## src/rtl/pattern_check_pkg.sv

```systemverilog
// rtl/pattern_check_pkg.sv - shared FSM encodings and defaults for the pattern checker
package pattern_check_pkg;

    typedef enum logic [1:0] {
        ST_IDLE = 2'd0,
        ST_SYNC = 2'd1,
        ST_LOCK = 2'd2
    } state_t;

    // 0.5 s of silence at 50 MHz
    localparam int DEFAULT_TIMEOUT = 25_000_000;

endpackage

```

## src/rtl/pattern_check_sat_counter.sv

```systemverilog
// rtl/pattern_check_sat_counter.sv - increment-with-saturate counter with synchronous clear
module sat_counter #(
    parameter int W = 16
) (
    input  logic         clk,
    input  logic         rst,
    input  logic         clr,
    input  logic         inc,
    output logic [W-1:0] cnt
);

    always_ff @(posedge clk) begin
        if (rst || clr) begin
            cnt <= '0;
        end else if (inc && (cnt != '1)) begin
            cnt <= cnt + W'(1);
        end
    end

endmodule

```

## src/rtl/pattern_check.sv

```systemverilog
// rtl/pattern_check.sv - incrementing-pattern checker with sticky error flag and stall timeout
module pattern_check
    import pattern_check_pkg::*;
#(
    parameter int DATA_W  = 16,
    parameter int CNT_W   = 16,
    parameter int TIMEOUT = DEFAULT_TIMEOUT
) (
    input  logic              clk_50m,
    input  logic              rst,
    input  logic              chk_en,
    input  logic              err_clr,
    input  logic              din_vld,
    input  logic [DATA_W-1:0] din,
    output logic              locked,
    output logic              error_flag,
    output logic [CNT_W-1:0]  err_cnt,
    output logic [CNT_W-1:0]  word_cnt
);

    localparam int SW = (TIMEOUT < 2) ? 1 : $clog2(TIMEOUT + 1);
    localparam logic [SW-1:0] STALL_LAST = SW'(TIMEOUT - 1);
    localparam logic [SW-1:0] STALL_MAX  = SW'(TIMEOUT);

    state_t            state;
    logic              s1_vld;
    logic [DATA_W-1:0] s1_din;
    logic [DATA_W-1:0] exp_word;
    logic [SW-1:0]     stall_cnt;

    logic active;
    logic in_lock;
    logic mismatch;
    logic stall_hit;

    // err_clr and chk_en=0 both suppress any compare result in the same cycle
    assign active    = chk_en && !err_clr;
    assign in_lock   = (state == ST_LOCK) && active;
    assign mismatch  = in_lock && s1_vld && (s1_din != exp_word);
    assign stall_hit = in_lock && !s1_vld && (stall_cnt == STALL_LAST);
    assign locked    = (state == ST_LOCK);

    always_ff @(posedge clk_50m) begin
        if (rst) begin
            state      <= ST_IDLE;
            s1_vld     <= 1'b0;
            s1_din     <= '0;
            exp_word   <= '0;
            stall_cnt  <= '0;
            error_flag <= 1'b0;
            word_cnt   <= '0;
        end else begin
            s1_vld <= din_vld && active;
            s1_din <= din;
            if (err_clr) begin
                error_flag <= 1'b0;
                word_cnt   <= '0;
                stall_cnt  <= '0;
                state      <= chk_en ? ST_SYNC : ST_IDLE;
            end else if (!chk_en) begin
                stall_cnt <= '0;
                state     <= ST_IDLE;
            end else begin
                case (state)
                    ST_IDLE: state <= ST_SYNC;
                    ST_SYNC: begin
                        stall_cnt <= '0;
                        if (s1_vld) begin
                            exp_word <= s1_din + DATA_W'(1);
                            state    <= ST_LOCK;
                        end
                    end
                    ST_LOCK: begin
                        if (s1_vld) begin
                            // on a match s1_din equals exp_word; on a mismatch this resyncs
                            exp_word  <= s1_din + DATA_W'(1);
                            word_cnt  <= word_cnt + CNT_W'(1);
                            stall_cnt <= '0;
                            if (mismatch) error_flag <= 1'b1;
                        end else if (stall_cnt != STALL_MAX) begin
                            stall_cnt <= stall_cnt + SW'(1);
                            if (stall_hit) error_flag <= 1'b1;
                        end
                    end
                    default: state <= ST_IDLE;
                endcase
            end
        end
    end

    sat_counter #(.W(CNT_W)) u_err_cnt (
        .clk (clk_50m),
        .rst (rst),
        .clr (err_clr),
        .inc (mismatch || stall_hit),
        .cnt (err_cnt)
    );

endmodule

```

## config.mk

```make
export PLATFORM = sky130hd
export DESIGN_NAME = pattern_check
export DESIGN_NICKNAME = d
export VERILOG_FILES = /design/src/rtl/pattern_check_pkg.sv /design/src/rtl/pattern_check_sat_counter.sv /design/src/rtl/pattern_check.sv
export SDC_FILE = /design/constraint.sdc
export NUM_CORES = 1
export LEC_CHECK = 0
export BUFFER_PORTS_ARGS = -buffer_cell sky130_fd_sc_hd__buf_4
export CORE_MARGIN = 5
export CORE_UTILIZATION = 57
export CTS_CLUSTER_SIZE = 10
export DETAILED_ROUTE_END_ITERATION = 8
export GPL_TIMING_DRIVEN = 0
export PLACE_DENSITY = 0.79
export RECOVER_POWER = 100
export REMOVE_ABC_BUFFERS = 1
export SYNTH_ARGS = -nofsm -noshare
export SYNTH_HDL_FRONTEND = slang
export SYNTH_SLANG_ARGS = --single-unit
```

## constraint.sdc

```tcl
create_clock -name clk_50m -period 2.5 [get_ports clk_50m]
set_input_delay 0.125 -clock clk_50m [delete_from_list [all_inputs] [get_ports clk_50m]]
set_output_delay 0.125 -clock clk_50m [all_outputs]
set_load 0.01 [all_outputs]
```

==> results_dict.tcl, run 1 <==
set metrics [dict create \
    clk_latency_ns 0.36 \
    layout_commonest_cell "dfxtp_1" \
    grt_max_degree 37 \
    worst_pin_slew_ns 1.05 \
    ir_drop_mv 0.340 \
    wire_per_inst_um 13.4 \
    synth_top_area_cell "dfxtp_1" \
    met3_length_um 442 \
    core_um2 7250 \
    cts_tree "yes" \
    drv_slew 0 \
    rows 31 \
    dp_hpwl_um 6140 \
    die_w_um 96.4 \
    yosys_warnings 0 \
    track_usage_pct 19.3 \
    path_clk_slew_ns 0.09 \
    critPathArrivalTime_ns 2.60 \
    r2r-end "stall_cnt[17]" \
    final_util_pct 68.8 \
    period_share_pct 93.2 \
    pre_cts_slack_ns -0.0522 \
    synth_xor_area_share_pct 12.7 \
    muxShareOfSynthArea_pct 0.470 \
    crit_type "flop to flop" \
    clkSinkCount 93 \
    cts_root_buf "clkbuf_8" \
    fin_nets 584 \
    synth_cell_types 43 \
    grt_pass1_vias 3250 \
    ys_ff_latch 93 \
    synth_top_family_by_area "simple AND/OR/NAND/NOR gates" \
    met2WireLength_um 4360 \
    slew_headroom_pct 30.2 \
    min-delay-start "din[5]" \
    ys_top_cells_by_area "dfxtp_1, xnor2_1, xor2_1" \
    crit_fanout 7 \
    yosysTopAreaCellShare_pct 43.7 \
    syn_inst 487 \
    r2r_setup_slack_ns 0.17 \
    layout-drive-gt1-share_pct 8.78 \
    routed_wl_um 8840 \
    dpl_cell_area_um2 4720 \
    hold_path_depth 2 \
    top_layer "met4" \
    tns_ns 0 \
    worst_ep_required_time_ns 2.77 \
    diodes 0 \
    fin_total_pwr_mw 2.65 \
    design.die.area_um2 9300 \
    wl_met1_um 3920 \
    r2r-start "state[1]" \
    syn_area_um2 4260 \
    synth-compound-area-share_pct 10.7 \
    final_area_um2 4990 \
    avgSynthCellArea_um2 8.75 \
    vias 3644 \
    timing.hold.ws_ns 0.00994 \
    gr-total-overflow 0 \
    async_flop_share_pct 0 \
    yosysSeqAreaShare_pct 43.7 \
    grt_setup_unrepaired "no" \
    p_leak_nw 1.61 \
    first_pass_iters 4 \
    end_kind "flop" \
    ant_nets 0 \
    placed_cells 623 \
    fin_cells 657 \
    ys.flop_type "dfxtp_1" \
    io_buffers 54 \
    skew_ns 0.0104 \
    start_util_pct 58.7 \
    cap_violations 0 \
    grt_pass1_wl_um 14300 \
    clk_path_buf_depth 2 \
    fp.dieH_um 96.4 \
    drtIter0Drc 149 \
    status "finished clean" \
    drc 0 \
    gp_congestion 0.782 \
    cts_buffers 9 \
    synth_adder_area_share_pct 2.64 \
    viasPerCell 5.55 \
    cellPowerDensity_nw_per_um2 531 \
    timing.final.ws_setup_ns 0.171 \
    reg2regPathDepth 7 \
    synth-simple-area-share_pct 27.2 \
    hp-class "input pin to flop" \
    cp-start-kind "flop" \
    fmax_mhz 429 \
    min_to "s1_din[5]" \
    antenna_found_initial 0 \
    finalCriticalPeriod_ns 2.33 \
    syn2layout_area_growth_pct 17.1 \
    synth-edff-count 0 \
    htree_num_levels 3 \
    setup_viol 0 \
    most-common-layout-cells "dfxtp_1, nor2_1, clkbuf_1, nand2_1" \
    hold_viol_final 0 \
    pin_count 55 \
]
-- worst max path at each step --
stage	start	end
detailed placement	state[0]	u_err_cnt.cnt[9]
floorplan	state[0]	u_err_cnt.cnt[9]
CTS	state[0]	u_err_cnt.cnt[9]
global route	state[1]	stall_cnt[21]
finish	state[1]	stall_cnt[17]
global placement	state[0]	u_err_cnt.cnt[10]
-- Yosys cell counts, types with 3 or more instances --
library cell and count:
and3_1 11, a311oi_1 3, a211oi_1 14, o21ai_0 18, or4_1 3, nor2b_1 21
a21oi_1 20, dfxtp_1 93, nand2_1 32, and2_1 4, or3_1 16, inv_1 10
nand4_1 22, o31ai_1 4, ha_1 9, nand3_1 24, nor2_1 69, a31oi_1 3
xnor2_1 31, and4_1 7, xor2_1 31, clkbuf_1 14
-- worst max-delay path, stage by stage, from the launching register on --
cell	delay, ns
dfxtp_1	0.37
inv_1	0.10
ha_1	0.39
and3_1	0.20
nand4_1	0.23
or2_2	0.42
or3_1	0.36
a21oi_1	0.16
-- logic make-up after synthesis --
group	Yosys count
AO/OA/AOI/OAI	71
buffers and inverters	27
XOR/XNOR	62
adder cells (fa/ha/maj)	9
flip-flops	93
multiplexers	2
AND/OR/NAND/NOR	223
-- area by class of cell --
type / instances / area [um^2]
fillers: 617 / 2260
well taps: 99 / 124
clock inverters: 5 / 61.3
multi-input cells: 367 / 2310
flip-flops and latches: 93 / 1860
inverters: 10 / 37.5
clock buffers: 10 / 138
repair buffers: 73 / 460
-- timing repair --
action,4_1_cts,5_1_grt
setup buffers,0,3
hold buffers,16,0
hold endpoints to repair,16,0
pin swaps,0,2
resized for setup,2,2
setup endpoints to repair,6,7
-- power by group --
part / internal, mW / total, mW / switching [mW]
sequential: 1.50 / 1.52 / 0.0225
combinational: 0.0706 / 0.131 / 0.0604
clock: 0.485 / 1.00 / 0.515
-- flip-flops by register name, summed over array words and instances (netlist names) --
| register | flops |
|---|---|
| stall_cnt | 25 |
| exp_word | 16 |
| s1_din | 16 |
| u_err_cnt.cnt | 16 |
| word_cnt | 16 |
| state | 2 |
| error_flag | 1 |
| s1_vld | 1 |
-- routing by layer --
metal / GRT usage (%) / vias up
met1: 23.8 / 1731
met2: 33.8 / 66
met4: 5.96 / 0
met3: 4.18 / 9
met5: 0 / -
li1: - / 1838
(Power assumes the default switching activity.)
==> run 2: changes to the inputs <==
ABC_AREA = 1   (was not set)
CORE_ASPECT_RATIO = 0.5   (was not set)
CORE_UTILIZATION = 59   (was 57)
PLACE_DENSITY = 0.8   (was 0.79)
==> run 2 against run 1 <==
Effect of this change: design area rose by 19%; critical endpoint is now stall_cnt[10]; maximum frequency rose by 5.7%; register-to-register slack gained 0.12 ns; highest routed layer unchanged; largest power group unchanged; first-iteration DRC count increased by 80%; sequential cell count is the same; power rose by 17%; largest cell class unchanged; area after synthesis rose by 21%; die area up 16%.
==> results_dict.tcl, run 2 <==
set metrics [dict create \
    status "finished clean" \
    synth-edff-count 0 \
    grt_max_degree 30 \
    viasPerCell 5.17 \
    fin_total_pwr_mw 3.11 \
    wire_per_inst_um 11.9 \
    regArea_um2 1860 \
    synth_cell_types 34 \
    rows 24 \
    avgSynthCellArea_um2 6.39 \
    skew_ns 0.00899 \
    gp_congestion 0.857 \
    antenna_found_initial 0 \
    timing.final.ws_setup_ns 0.296 \
    syn_area_um2 5140 \
    grt_pass1_vias 4686 \
    drtIter0Drc 268 \
    track_usage_pct 22.1 \
    cts_tree "yes" \
    layout-drive-gt1-share_pct 6.44 \
    end_kind "flop" \
    grt_setup_unrepaired "no" \
    fmax_mhz 454 \
    synthTopCellsByCount "nand2_1, inv_1, nor2_1" \
    design.die.area_um2 10800 \
    ys.flop_type "dfxtp_1" \
    yosysTopAreaCellShare_pct 36.2 \
    first_pass_iters 5 \
    routed_wl_um 11700 \
    grt_pass1_wl_um 20000 \
    drv_slew 0 \
    n_fill_cell 773 \
    cap_violations 0 \
    most-common-layout-cells "nand2_1, inv_1, nor2_1, dfxtp_1, nand3_1" \
    period_share_pct 88.2 \
    clk_path_buf_depth 2 \
    tns_ns 0 \
    largest_reg_flops 25 \
    cellPowerDensity_nw_per_um2 525 \
    cts_root_buf "clkbuf_16" \
    pre_cts_slack_ns -0.265 \
    hold_viol_final 0 \
    worst_ep_required_time_ns 2.78 \
    worst_pin_slew_ns 0.642 \
    yosys_warnings 0 \
    setup_viol 0 \
    htree_num_levels 3 \
    synth_top_area_cell "dfxtp_1" \
    finalCriticalPeriod_ns 2.20 \
    diodes 0 \
    max_stage_delay_ns 0.40 \
    worst-path-buf-inv 3 \
    path_delay_family "simple AND/OR/NAND/NOR gates" \
    ant_nets 0 \
    cp-start-kind "flop" \
    drc 0 \
    multi_input_area_um2 2700 \
    ys_top_cells_by_area "dfxtp_1, nand2_1, inv_1" \
    fp.dieH_um 76.0 \
    cts_buffers 9 \
    yosysMostFrequentCell "nand2_1" \
    core_um2 8590 \
    p_leak_nw 2.41 \
    dp_hpwl_um 8330 \
    worstPathCellList "inv_1, ha_1, inv_1, nor2_1, nand3_2, nand2_2, inv_6, nand3_1, nand2_1, nand2_1, nor2_1" \
    syn2layout_area_growth_pct 15.4 \
    layout_commonest_cell "nand2_1" \
    yosysSeqAreaShare_pct 36.2 \
    final_util_pct 69.1 \
    gr-total-overflow 0 \
    fin_nets 895 \
    pin_count 55 \
    start_util_pct 59.9 \
    die_w_um 142 \
    vias 5102 \
    path_clk_slew_ns 0.07 \
    crit_slowest_cell "dfxtp_1" \
    ir_drop_mv 0.392 \
    clkSinkCount 93 \
    crit_fanout 22 \
    hp-class "input pin to flop" \
    regMostFlops "stall_cnt" \
    syn_inst 805 \
    io_buffers 54 \
    clk_latency_ns 0.34 \
    critPathArrivalTime_ns 2.49 \
    async_flop_share_pct 0 \
    slew_headroom_pct 56.8 \
    crit_type "flop to flop" \
    ys_ff_latch 93 \
]
[run 2: cell count changes in the layout (fill, tap and decap cells not counted), sizes merged, moves of 8 or more]
cell	delta
or3	-17
xor2	-14
inv	+122
and3	-8
a21oi	+34
nand2	+171
nor2b	-21
o21ai	+10
nor2	+51
xnor2	-25
nand3	+37
and4	-8
nor3	+16
a211oi	-10
[run 2: final timing paths]
check | startpoint | endpoint | slack, ns | depth (start not counted)
hold / removal | din[15] | s1_din[15] | 0.008 | 3
setup reg to reg | state[0] | stall_cnt[10] | 0.30 | 11
setup / recovery | state[0] | stall_cnt[10] | 0.30 | 11
hold reg to reg | exp_word[2] | exp_word[2] | 0.47 | 2
[run 2: repair_timing]
item	in CTS	in global routing
hold buffers	13	0
endpoints found under the setup margin	1	13
setup buffers	0	0
pin swaps	0	0
endpoints found under the hold margin	13	0
resized for setup	1	5
[run 2: logic make-up after synthesis]
family	after synthesis	share of synthesized area (%)
simple gates	432	36.2
buf+inv	151	11.3
compound gates	97	10.2
flops	93	36.2
xor+xnor	23	3.92
fa+ha+maj	9	2.19
[run 2: routing by layer]
metal | part of all wire (%) | GRT usage (%)
met2 | 49 | 39.4
met5 | 0 | 0
met3 | 4.0 | 5.58
met4 | 1.2 | 6.90
met1 | 45 | 25.9
[run 2: area by class of cell]
cell class / count / share of cell area [%]
clock buffers: 11 / 4.26
clock inverters: 5 / 0.991
inverters: 133 / 8.56
multi-input cells: 561 / 45.6
flip-flops and latches: 93 / 31.4
well taps: 117 / 2.47
repair buffers: 67 / 6.81
[run 2: report_power, final]
group	total (mW)	switching, mW	internal [mW]	leakage [nW]
clock	1.41	0.579	0.829	0.148
sequential	1.52	0.0209	1.50	0.754
combinational	0.186	0.115	0.0703	1.51
total	3.11	0.715	2.40	2.41
[run 2: per-stage QoR]
step	hold slack, ns	cell area (um^2)	std cells
4_1_cts	0.000313	6060	987
3_3_place_gp	0.325	5610	958
5_1_grt	0.00929	5940	987
3_5_place_dp	0.331	5610	958
6_report	0.00822	5940	987
2_1_floorplan	0.196	5060	787
[run 2: worst register-to-register path, stage by stage (launching register included)]
cell and delay [ns]:
dfxtp_1 0.40, inv_1 0.08, ha_1 0.28, inv_1 0.23, nor2_1 0.11, nand3_2 0.16, nand2_2 0.27, inv_6 0.26
nand3_1 0.14, nand2_1 0.08, nand2_1 0.04, nor2_1 0.09
==> run 3: changes to the inputs <==
clock period = 2.4 ns   (was 2.5 ns; I/O delays follow)
==> run 3 against run 2 <==
Effect of this change: sequential cell count did not move; routed wire length rose by 0.84%; clock skew rose by 0.0010 ns; cell count increased by 0.20%; register-to-register slack worse by 0.06 ns; power up 4.3%; maximum frequency up 1.7%; worst hold slack worse by 0.00057 ns; non-clock buffer count is 2 higher; critical path depth is 1 lower; clock power is 4% higher; largest power group unchanged.
==> results_dict.tcl, run 3 (synthesis results as in run 2) <==
set metrics [dict create \
    status "finished clean" \
    grt_pass1_vias 4689 \
    io_buffers 54 \
    fin_nets 897 \
    grt_setup_unrepaired "no" \
    ant_nets 0 \
    period_share_pct 90.3 \
    rows 24 \
    reg2regPathDepth 10 \
    skew_ns 0.00999 \
    die_w_um 142 \
    design.die.area_um2 10800 \
    cts_root_buf "clkbuf_16" \
    r2r_setup_slack_ns 0.23 \
    end_kind "flop" \
    fmax_mhz 461 \
    clk_latency_ns 0.35 \
    r2r-end "exp_word[12]" \
    worst_pin_slew_ns 0.641 \
    slew_headroom_pct 56.9 \
    routed_wl_um 11800 \
    gr-total-overflow 0 \
    final_util_pct 69.5 \
    htree_num_levels 3 \
    track_usage_pct 22.2 \
    cap_violations 0 \
    crit_type "flop to flop" \
    most-common-layout-cells "nand2_1, inv_1, nor2_1, dfxtp_1, nand3_1" \
    drc 0 \
    grt_pass1_wl_um 20100 \
    cp-start-kind "flop" \
    pre_cts_slack_ns -0.360 \
    crit_fanout 4 \
    dp_hpwl_um 8330 \
    cts_tree "yes" \
    drv_slew 0 \
    first_pass_iters 4 \
    grt_max_degree 30 \
    regMostFlops "stall_cnt" \
    fp.dieH_um 76.0 \
    core_um2 8590 \
    pin_count 55 \
    vias 5106 \
    gp_congestion 0.857 \
    worst_ep_required_time_ns 2.64 \
    hp-class "input pin to flop" \
    cts_buffers 9 \
    wire_per_inst_um 12.0 \
    hold_path_depth 3 \
    syn2layout_area_growth_pct 16.1 \
    r2r-start "s1_din[0]" \
    n_fill_cell 764 \
    clkSinkCount 93 \
    post_cts_buffers 0 \
    crit_path_start "s1_din[0]" \
    clk_path_buf_depth 2 \
    start_util_pct 59.9 \
    diodes 0 \
    antenna_found_initial 0 \
    min-delay-start "din[7]" \
    finalCriticalPeriod_ns 2.17 \
    min_to "s1_din[7]" \
    tns_ns 0 \
    critPathArrivalTime_ns 2.41 \
    largest_reg_flops 25 \
    layout-drive-gt1-share_pct 6.65 \
    p_leak_nw 2.43 \
    fin_total_pwr_mw 3.25 \
    path_clk_slew_ns 0.06 \
    hold_viol_final 0 \
    setup_viol 0 \
    drtIter0Drc 298 \
    layout_commonest_cell "nand2_1" \
    cellPowerDensity_nw_per_um2 544 \
    viasPerCell 5.16 \
    timing.final.ws_setup_ns 0.233 \
    ir_drop_mv 0.409 \
]
run 3: metrics by stage:
step,area [um^2],cells,hold slack (ns)
6_report,5970,989,0.00766
5_1_grt,5970,989,0.00429
4_1_cts,6080,989,0.000145
3_5_place_dp,5610,958,0.326
3_3_place_gp,5610,958,0.320
2_1_floorplan,5060,787,0.191
run 3: report_power, final:
part	internal [mW]	leakage, nW	switching [mW]
combinational	0.0768	1.53	0.122
sequential	1.56	0.754	0.0221
clock	0.864	0.148	0.602
run 3: layout make-up:
cell class / instances / area, um^2 / share of cell area, %
multi-input combinational: 561 / 2710 / 45.5
sequential: 93 / 1860 / 31.2
inverter: 133 / 505 / 8.47
timing repair buffer: 69 / 432 / 7.23
clock buffer: 11 / 253 / 4.23
tap: 117 / 146 / 2.45
clock inverter: 5 / 58.8 / 0.985
run 3: worst max-delay path by stage:
stage	to	cells past startpoint
6_report	exp_word[12]	10
5_1_grt	stall_cnt[1]	6
4_1_cts	stall_cnt[10]	11
3_5_place_dp	stall_cnt[1]	8
3_3_place_gp	stall_cnt[1]	8
2_1_floorplan	exp_word[11]	7
run 3: layer usage:
metal	GRT usage [%]	routed length (um)	up-vias
li1	-	-	2673
met1	26.3	5290	2322
met2	39.5	5870	95
met3	5.52	518	16
met4	6.61	141	0
met5	0	0	-
run 3: critical path, cell delays in order (launching register included):
cell and delay (ns):
dfxtp_1 0.38, ha_1 0.21, nand3_1 0.13, nor3_1 0.52, nand3_1 0.23, nor3_2 0.27, nand2_1 0.08, nand2_1 0.07
nand3_1 0.07, nand2_1 0.07, inv_1 0.03
run 3: timing repair:
item	CTS	global route
gates resized for setup	2	6
hold endpoints to repair	15	0
endpoints found under the setup margin	7	22
hold buffers	15	0
